**src/rtl/mppt_seq_pkg.sv**
```systemverilog
// mppt_seq_pkg
// Shared definitions for the MPPT iteration sequencer: FSM state encoding,
// bit positions of the datapath stage strobes, and default parameter values.
package mppt_seq_pkg;

  localparam int PERIOD_W_DEF = 16;
  localparam int TMO_DEF      = 63;

  // Bit positions inside the en[3:0] stage-strobe bus.
  localparam int EN_LATCH  = 0;
  localparam int EN_CALC   = 1;
  localparam int EN_DECIDE = 2;
  localparam int EN_UPDATE = 3;

  typedef enum logic [2:0] {
    S_IDLE   = 3'd0,
    S_CONV   = 3'd1,
    S_LATCH  = 3'd2,
    S_CALC   = 3'd3,
    S_DECIDE = 3'd4,
    S_UPDATE = 3'd5,
    S_WAIT   = 3'd6
  } state_t;

endpackage

```
**src/rtl/mppt_seq_tmr.sv**
```systemverilog
// mppt_tmr
// Loadable down-counter with a zero flag. Used once for the inter-iteration
// wait and once for the conversion timeout.
// Ports:
//   clk, rst_n  clock / async active-low reset (count cleared to 0)
//   load        load load_val this cycle (takes priority over dec)
//   load_val    value to load
//   dec         decrement by one; holds at 0
//   zero        count == 0
module mppt_tmr #(
  parameter int W = 8
) (
  input  logic         clk,
  input  logic         rst_n,
  input  logic         load,
  input  logic [W-1:0] load_val,
  input  logic         dec,
  output logic         zero
);

  logic [W-1:0] cnt;

  always_ff @(posedge clk or negedge rst_n) begin
    if (!rst_n) begin
      cnt <= '0;
    end else if (load) begin
      cnt <= load_val;
    end else if (dec && (cnt != '0)) begin
      cnt <= cnt - W'(1);
    end
  end

  assign zero = (cnt == '0);

endmodule

```
**src/rtl/mppt_seq.sv**
```systemverilog
// mppt_seq
// Sequencer for one perturb-and-observe MPPT iteration:
//   IDLE -> CONV (ADC request) -> LATCH -> CALC -> DECIDE -> UPDATE -> WAIT
// and back to CONV while run stays high, or to IDLE once it drops.
// Ports:
//   clk, rst_n  clock / async active-low reset
//   run         keep iterating (level); a drop finishes the current iteration
//   period      WAIT length in cycles, sampled on entry to WAIT (0 acts as 1)
//   conv_done   ADC samples valid (1-cycle pulse), only honoured in CONV
//   conv_req    ADC conversion request (high throughout CONV)
//   en          one-hot stage strobes {UPDATE, DECIDE, CALC, LATCH}
//   busy        high in every state except IDLE
//   tmo_err     sticky conversion timeout, cleared on IDLE -> CONV
//   iter_cnt    completed iterations, wraps at 255
//   state_dbg   registered FSM state, for observation only
// Handshake: conv_req is a level held for the whole of CONV; the ADC answers
// with a single-cycle conv_done. No back-pressure exists on en: each strobe is
// high for exactly one cycle and the datapath must accept it.
module mppt_seq
  import mppt_seq_pkg::*;
#(
  parameter int PERIOD_W = PERIOD_W_DEF,
  parameter int TMO      = TMO_DEF       // must be >= 1
) (
  input  logic                clk,
  input  logic                rst_n,
  input  logic                run,
  input  logic [PERIOD_W-1:0] period,
  input  logic                conv_done,
  output logic                conv_req,
  output logic [3:0]          en,
  output logic                busy,
  output logic                tmo_err,
  output logic [7:0]          iter_cnt,
  output logic [2:0]          state_dbg
);

  // The timeout counter is loaded with TMO-1 on CONV entry, so the zero flag
  // is seen in the TMO-th CONV cycle; CONV therefore lasts at most TMO cycles.
  localparam int TMO_W = (TMO < 2) ? 1 : $clog2(TMO);
  localparam logic [TMO_W-1:0] TMO_LOAD = TMO_W'(TMO - 1);

  state_t state, state_nxt;

  logic                wait_load, wait_zero;
  logic [PERIOD_W-1:0] wait_val;
  logic                tmo_load, tmo_zero;
  logic                tmo_hit;

  // Timeout fires only when conv_done is absent in the final CONV cycle.
  assign tmo_hit = (state == S_CONV) && !conv_done && tmo_zero;

  // State register.
  always_ff @(posedge clk or negedge rst_n) begin
    if (!rst_n) begin
      state <= S_IDLE;
    end else begin
      state <= state_nxt;
    end
  end

  // Next-state logic.
  always_comb begin
    state_nxt = state;
    case (state)
      S_IDLE:   if (run) state_nxt = S_CONV;
      S_CONV: begin
        if (conv_done)     state_nxt = S_LATCH;
        else if (tmo_zero) state_nxt = S_WAIT;
      end
      S_LATCH:  state_nxt = S_CALC;
      S_CALC:   state_nxt = S_DECIDE;
      S_DECIDE: state_nxt = S_UPDATE;
      S_UPDATE: state_nxt = S_WAIT;
      S_WAIT:   if (wait_zero) state_nxt = run ? S_CONV : S_IDLE;
      default:  state_nxt = S_IDLE;
    endcase
  end

  // Moore outputs decoded from the registered state.
  always_comb begin
    conv_req = 1'b0;
    en       = 4'b0000;
    busy     = 1'b1;
    case (state)
      S_IDLE:   busy = 1'b0;
      S_CONV:   conv_req = 1'b1;
      S_LATCH:  en[EN_LATCH]  = 1'b1;
      S_CALC:   en[EN_CALC]   = 1'b1;
      S_DECIDE: en[EN_DECIDE] = 1'b1;
      S_UPDATE: en[EN_UPDATE] = 1'b1;
      default:  ;
    endcase
  end

  assign state_dbg = state;

  // Counters are (re)loaded on the transition into their state.
  assign tmo_load  = (state != S_CONV) && (state_nxt == S_CONV);
  assign wait_load = (state != S_WAIT) && (state_nxt == S_WAIT);
  assign wait_val  = (period == '0) ? '0 : period - PERIOD_W'(1);

  mppt_tmr #(.W(PERIOD_W)) u_wait_tmr (
    .clk      (clk),
    .rst_n    (rst_n),
    .load     (wait_load),
    .load_val (wait_val),
    .dec      (state == S_WAIT),
    .zero     (wait_zero)
  );

  mppt_tmr #(.W(TMO_W)) u_tmo_tmr (
    .clk      (clk),
    .rst_n    (rst_n),
    .load     (tmo_load),
    .load_val (TMO_LOAD),
    .dec      (state == S_CONV),
    .zero     (tmo_zero)
  );

  // Sticky timeout flag and iteration counter.
  always_ff @(posedge clk or negedge rst_n) begin
    if (!rst_n) begin
      tmo_err  <= 1'b0;
      iter_cnt <= 8'd0;
    end else begin
      if ((state == S_IDLE) && run) begin
        tmo_err <= 1'b0;
      end else if (tmo_hit) begin
        tmo_err <= 1'b1;
      end
      if (state == S_UPDATE) begin
        iter_cnt <= iter_cnt + 8'd1;
      end
    end
  end

endmodule

```
**config.mk**
```make
export PLATFORM = sky130hd
export DESIGN_NAME = mppt_seq
export DESIGN_NICKNAME = d
export VERILOG_FILES = /design/src/rtl/mppt_seq_pkg.sv /design/src/rtl/mppt_seq_tmr.sv /design/src/rtl/mppt_seq.sv
export SDC_FILE = /design/constraint.sdc
export NUM_CORES = 1
export LEC_CHECK = 0
export CELL_PAD_IN_SITES_DETAIL_PLACEMENT = 0
export CELL_PAD_IN_SITES_GLOBAL_PLACEMENT = 2
export CORE_ASPECT_RATIO = 1.4
export CORE_MARGIN = 8
export CORE_UTILIZATION = 30
export DETAILED_ROUTE_END_ITERATION = 12
export PLACE_DENSITY_LB_ADDON = 0.25
export SYNTH_ARGS = -nofsm -noshare
export SYNTH_HDL_FRONTEND = slang
export SYNTH_SLANG_ARGS = --single-unit
export TNS_END_PERCENT = 100
```
**constraint.sdc**
```tcl
create_clock -name clk -period 2.3 [get_ports clk]
set_input_delay 0.345 -clock clk [delete_from_list [all_inputs] [get_ports clk]]
set_output_delay 0.345 -clock clk [all_outputs]
set_load 0.02 [all_outputs]
```
Yosys cells after proc, flatten, opt, wreduce, memory -nomap -nowiden
Cells that the tools add are included.
Word-level totals
  register bits after elaboration: 34
  input port bits: 20
  output and inout port bits: 18
  word-level logic and storage cells: 55
Cells by class
  $add $sub $neg: 4
  eq/ne operators: 10
  mux-type cells: 19
  reduce and logical (&&, ||, !) cells: 17
Operators by type and width (count)
  16-bit 2-to-1 mux: 3
  16-bit zero test: 2
  16-bit by 1-bit subtractor with 16-bit output, second input constant: 2
  3-bit case mux with 7 select lines: 1
  16-bit nonzero test: 1
  3-bit equality test, second input constant: 4
  3-bit 2-to-1 mux: 4
  6-bit 2-to-1 mux: 2
  1-bit 2-to-1 mux: 9
  8-bit by 1-bit adder with 8-bit output, second input constant: 1
  1-bit logical AND: 7
  3-bit by 1-bit equality test with 1-bit output, second input constant: 2
  3-bit by 2-bit equality test with 1-bit output, second input constant: 2
  6-bit zero test: 1
  2-bit nonzero test: 3
  6-bit nonzero test: 1
  6-bit by 1-bit subtractor with 6-bit output, second input constant: 1
  3-bit zero test: 1
  3-bit by 1-bit inequality test with 1-bit output, second input constant: 1
  3-bit inequality test, second input constant: 1
  1-bit zero test: 1

Longest topological paths before layout
  depth after elaboration: 7
  gate-level depth with buffers: 8
  depth with buffers taken out: 7

Cells and area by module
A second synthesis with hierarchy kept.
Second synthesis, totals
  cell total of the unflattened synthesis: 306
  area, all modules: 2491.1 um2
Modules (own cells, without submodules)
  mppt_tmr at u_wait_tmr: times used 1, cells each 124, area each 1063.5 um2, sequential area each 400.4 um2
  mppt_seq: times used 1, cells each 138, area each 1032.2 um2, sequential area each 300.3 um2
  mppt_tmr at u_tmo_tmr: times used 1, cells each 44, area each 395.4 um2, sequential area each 150.1 um2

Least setup slack after synthesis
No wires, ideal clock.
  path kind: reg2reg
  start point: register state[2] (netlist: state_dbg[2])
  end point: register u_tmo_tmr.cnt[5]
  arrival time: 2.140 ns
  required time: 2.165 ns
  slack: 0.025 ns
  cell stages (with the launch flop): 6
  path buffers: 0
  clock period less this slack: 2.275 ns
  path through: dfrtp_1 nor3b_1 o21ai_1 or4_1 xor2_1 nand2_1
On the way
  word-level cells in the longest chain between the ends: 6
  elaborated cells on any way between the ends: 18
  those cells by class: eq/ne: 8; mux: 6; reduce/logical: 4
RTL lines
  start, declared: line mppt_seq.sv:43  | state_t state, state_nxt;
  start signal, assigned: line mppt_seq.sv:58  | state <= state_nxt;
  3-bit 2-to-1 mux: line mppt_seq.sv:69  | else if (tmo_zero) state_nxt = S_WAIT;
  3-bit 2-to-1 mux: line mppt_seq.sv:68  | if (conv_done) state_nxt = S_LATCH;
  3-bit case mux with 7 select lines: line mppt_seq.sv:65  | case (state)
  3-bit by 1-bit equality test with 1-bit output: line mppt_seq.sv:99  | assign tmo_load = (state != S_CONV) && (state_nxt == S_CONV);
  1-bit logical AND: line mppt_seq.sv:99
  6-bit 2-to-1 mux or 2-bit nonzero test (tied branches)
  end signal, assigned: line mppt_seq_tmr.sv:27  | cnt <= load_val;
  end signal, assigned: line mppt_seq_tmr.sv:29  | cnt <= cnt - W'(1);
  end, declared: line mppt_seq_tmr.sv:21  | logic [W-1:0] cnt;
Parallel ways exist; a longest one is shown, timed or not.
A chain may end at the register's enable or synchronous reset.

Worst setup path after layout
  start point: register state[2] (netlist: state_dbg[2])
  end point: output en[2]
On the way
  word-level cells in the longest chain between the ends: 2
RTL lines
  3-bit equality test: line mppt_seq.sv:85  | case (state)
  1-bit 2-to-1 mux: line mppt_seq.sv:85
  end, declared: line mppt_seq.sv:31  | output logic [3:0] en,
No other way between the ends.

==> metrics.md <==
| Metric | Value |
|---|---|
| Status | `finished, final reports clean` |
| Post-CTS Hold Buffers | `0` |
| Switching share of power | `41.07%` |
| Yosys warns | `0` |
| Hold_sp | `iter_cnt[7]` |
| Worst Hold Depth | `1` |
| Worst skew pair latency | `0.29 ns` |
| Worst path bufs/invs | `2` |
| CTS Buf Count | `5` |
| Die Width | `88.39 um` |
| Worst reg-to-reg path cell count | `5` |
| Cell count after synthesis | `230` |
| Smallest hold slack | `0.4650 ns` |
| Setup repair bufs after CTS | `0` |
| Kind of cell adding the most delay to the critical path | `buffers and inverters` |
| Post-CTS sizing | `0` |
| Cell count after placement | `381` |
| P_int | `1.870 mW` |
| Main area contributors after synthesis | `dfrtp_1 (39%), xnor2_1 (7.2%), xor2_1 (6.0%), nand2_1 (3.2%), nor2_1 (3.1%)` |
| Clock slew at reported path FFs | `0.08 ns` |
| Initial Utilization | `30.47%` |
| Crit start category | `flop` |
| Comb power frac | `49.3%` |
| CP endpoint kind | `output port` |
| EDFF count, synth | `0` |
| WL/cell | `15.13 um` |
| Critical Path Max Stage Delay | `0.64 ns` |
| CTS tree | `yes` |
| Syn Nets | `254` |
| Drt pass-1 iters | `4` |
| Hpwl dp | `4580 um` |
| PortBufs | `37` |
| Die area | `10370 um2` |
| Share of cells above drive strength 1 | `16.44%` |
| Worst EP arrival | `1.87 ns` |
| MaxCap Viol Count | `0` |
| Final WL | `5887 um` |
| Via count | `1951` |
| Main flop type after synthesis | `dfrtp_1` |
| CTS H-tree lvls | `2` |
| Power per cell area | `1081 nW/um2` |
| Tcrit/Tclk final | `96.33%` |
| Crit path max fanout | `11` |
| Initial antenna violation count | `0` |
| Area growth syn-to-layout | `33.37%` |
| GR Util All Layers | `12.16%` |
| Worst r2r src | `u_wait_tmr.cnt[2]` |
| Yosys top cell area share | `38.66%` |
| Met2 Usage GRT | `20.82%` |
| Clock Tree Buf Depth | `2` |
| Gpl congestion | `0.7885` |
| Core outline area | `7222 um2` |
| Via-to-Cell Ratio | `5.015` |
| Slew Viols, Final | `0` |
| Fmax | `451.3 MHz` |
| Gr ovfl total | `0` |
| Worst Skew | `0.008939 ns` |
| Slew headroom | `65.64%` |
| Worst EP required | `1.96 ns` |
| DIE HEIGHT | `117.3 um` |
| Final Hold Fails | `0` |
| Finished layout cell area | `2935 um2` |
| Instance count on the critical path | `3` |
| Flop pwr share | `35.9%` |
| Vias in the first global route | `2032` |
| P_leak | `1.100 nW` |
| Global routing's busiest layer | `met2` |
| Post-layout util | `40.64%` |
| Clock root buffer | `clkbuf_8` |
| Worst path cell trace | `buf_4 -> nor3b_1 -> clkdlybuf4s50_1` |
| Syn Std Cell Area | `2201 um2` |
| Peak VDD IR | `0.5241 mV` |
| Post-synthesis sequential area ratio | `38.66%` |
| Largest area contributor in the netlist | `dfrtp_1` |
| Sink Count | `34` |
| Row Count | `37` |
| Clock share of power | `14.9%` |
| Crit Path Class | `reg -> out` |
| # setup viols final | `0` |
| Min-delay worst type | `reg -> reg` |
| # DRC | `0` |
| Placed standard-cell area | `2840 um2` |
| RSZ-0062 raised after global routing | `false` |
| Post-route ant nets | `0` |
| Avg Inst Size Synth | `9.569 um2` |
| Ys async rst share | `100.0%` |
| Setup crit start | `state_dbg[2]` |
| Top Ports | `38` |
| Ant. Diodes | `0` |
| Worst-Margin Slew | `0.5148 ns` |
| Nets | `315` |
| Largest net degree at the start of global routing | `35` |
| Fin cells | `389` |
| Period minus WS final | `2.216 ns` |
| Psw | `1.303 mW` |
| First-pass GRT wire length | `10090 um` |
| Count of different cell masters after synthesis | `51` |
| Worst path slowest cell | `clkdlybuf4s50_1` |
| Number of synthesized register bits | `34` |
| Setup TNS | `0 ns` |
| Met3 usage | `2.586%` |
| DR iter-0 viols | `49` |
| GR Layer Usage met1 | `14.04%` |
[layout by cell type, fill, tap and decap left out, types with 2 or more instances in the layout]
cell type / count
nand2b_1: 4
nand2_1: 19
a311o_1: 3
dfrtp_1: 34
nor2b_1: 3
nor3_1: 7
buf_4: 25
clkbuf_8: 6
o211ai_1: 4
mux2i_1: 2
inv_1: 7
nand3_1: 7
ha_1: 4
nand3b_1: 4
nor2_1: 18
nor4_1: 8
or3b_2: 3
nand4_1: 6
xor2_1: 15
and4_1: 2
xnor2_1: 18
clkdlybuf4s50_1: 37
o221ai_1: 3
or3_1: 7
nor3b_1: 4
o21ai_0: 4
or3_2: 2
a21oi_1: 3
o22ai_1: 9
[power groups by stage]
| stage | combinational, mW | sequential [mW] | clock, mW |
|---|---|---|---|
| after floorplan | 0.918 | 1.14 | 0 |
| after global placement | 1.56 | 1.16 | 0 |
| after detailed placement | 1.57 | 1.16 | 0 |
| after CTS | 1.58 | 1.14 | 0.491 |
| after global routing | 1.72 | 1.19 | 0.517 |
| final | 1.56 | 1.14 | 0.472 |
[final cells by class]
cell class                 count  area (um2)
fill                         787        4287
multi-input combinational    180        1280
sequential                    34       850.8
timing repair buffer          62       558.0
tap                           97       121.4
clock buffer                   6       82.58
inverter                       8       30.03
clock inverter                 2       12.51
[stage by stage]
step | setup WS (ns) | total power, mW
final | 0.08430 | 3.173
after global routing | 0.0002576 | 3.423
after CTS | 0.05826 | 3.219
after detailed placement | -0.008430 | 2.728
after global placement | 0.01489 | 2.718
after floorplan | 0.02514 | 2.060
[synthesized netlist by cell type (2+ instances only)]
library cell,count
nor2_1,18
nand2b_1,4
o221ai_1,3
inv_1,7
buf_4,2
nor3_1,7
nor3b_1,4
o22ai_1,9
nor2b_1,3
ha_1,4
a311o_1,3
or3b_2,3
o211ai_1,4
xor2_1,15
o21ai_0,4
nor4_1,8
dfrtp_1,34
buf_2,2
and4_1,2
a21oi_1,3
nand2_1,19
nand4_1,6
clkbuf_1,4
or3_2,2
mux2i_1,2
or3_1,7
xnor2_1,18
nand3b_1,4
nand3_1,7
[sequential cells by signal, indices dropped and copies added (netlist names)]
| register | flops |
|---|---|
| iter_cnt | 8 |
| state_dbg | 3 |
| tmo_err | 1 |
| u_tmo_tmr.cnt | 6 |
| u_wait_tmr.cnt | 16 |
[logic make-up (layout without fill, tap and decap cells)]
family	Yosys count	in the layout	synth area share, %
flops	34	34	38.66
buf+inv	16	78	3.183
xor+xnor	33	33	13.13
simple gates	104	104	27.57
mux	3	3	1.421
fa+ha+maj	4	4	2.274
compound gates	36	36	13.76
[layer usage]
layer	share of wire (%)	wire length, um
met5	0	0
met3	4.5	267
met4	2.3	135
met2	51	2988
met1	42	2496
[worst paths after layout]
check	to	slack [ns]
worst max-delay path	en[2]	0.08
worst min-delay path	iter_cnt[7]	0.46
worst max register to register	u_wait_tmr.cnt[9]	0.09
worst min register to register	iter_cnt[7]	0.46
max in group asynchronous	u_wait_tmr.cnt[6]	1.50
min in group asynchronous	u_wait_tmr.cnt[12]	0.47
Note: power is estimated with default switching activity, not from simulation.
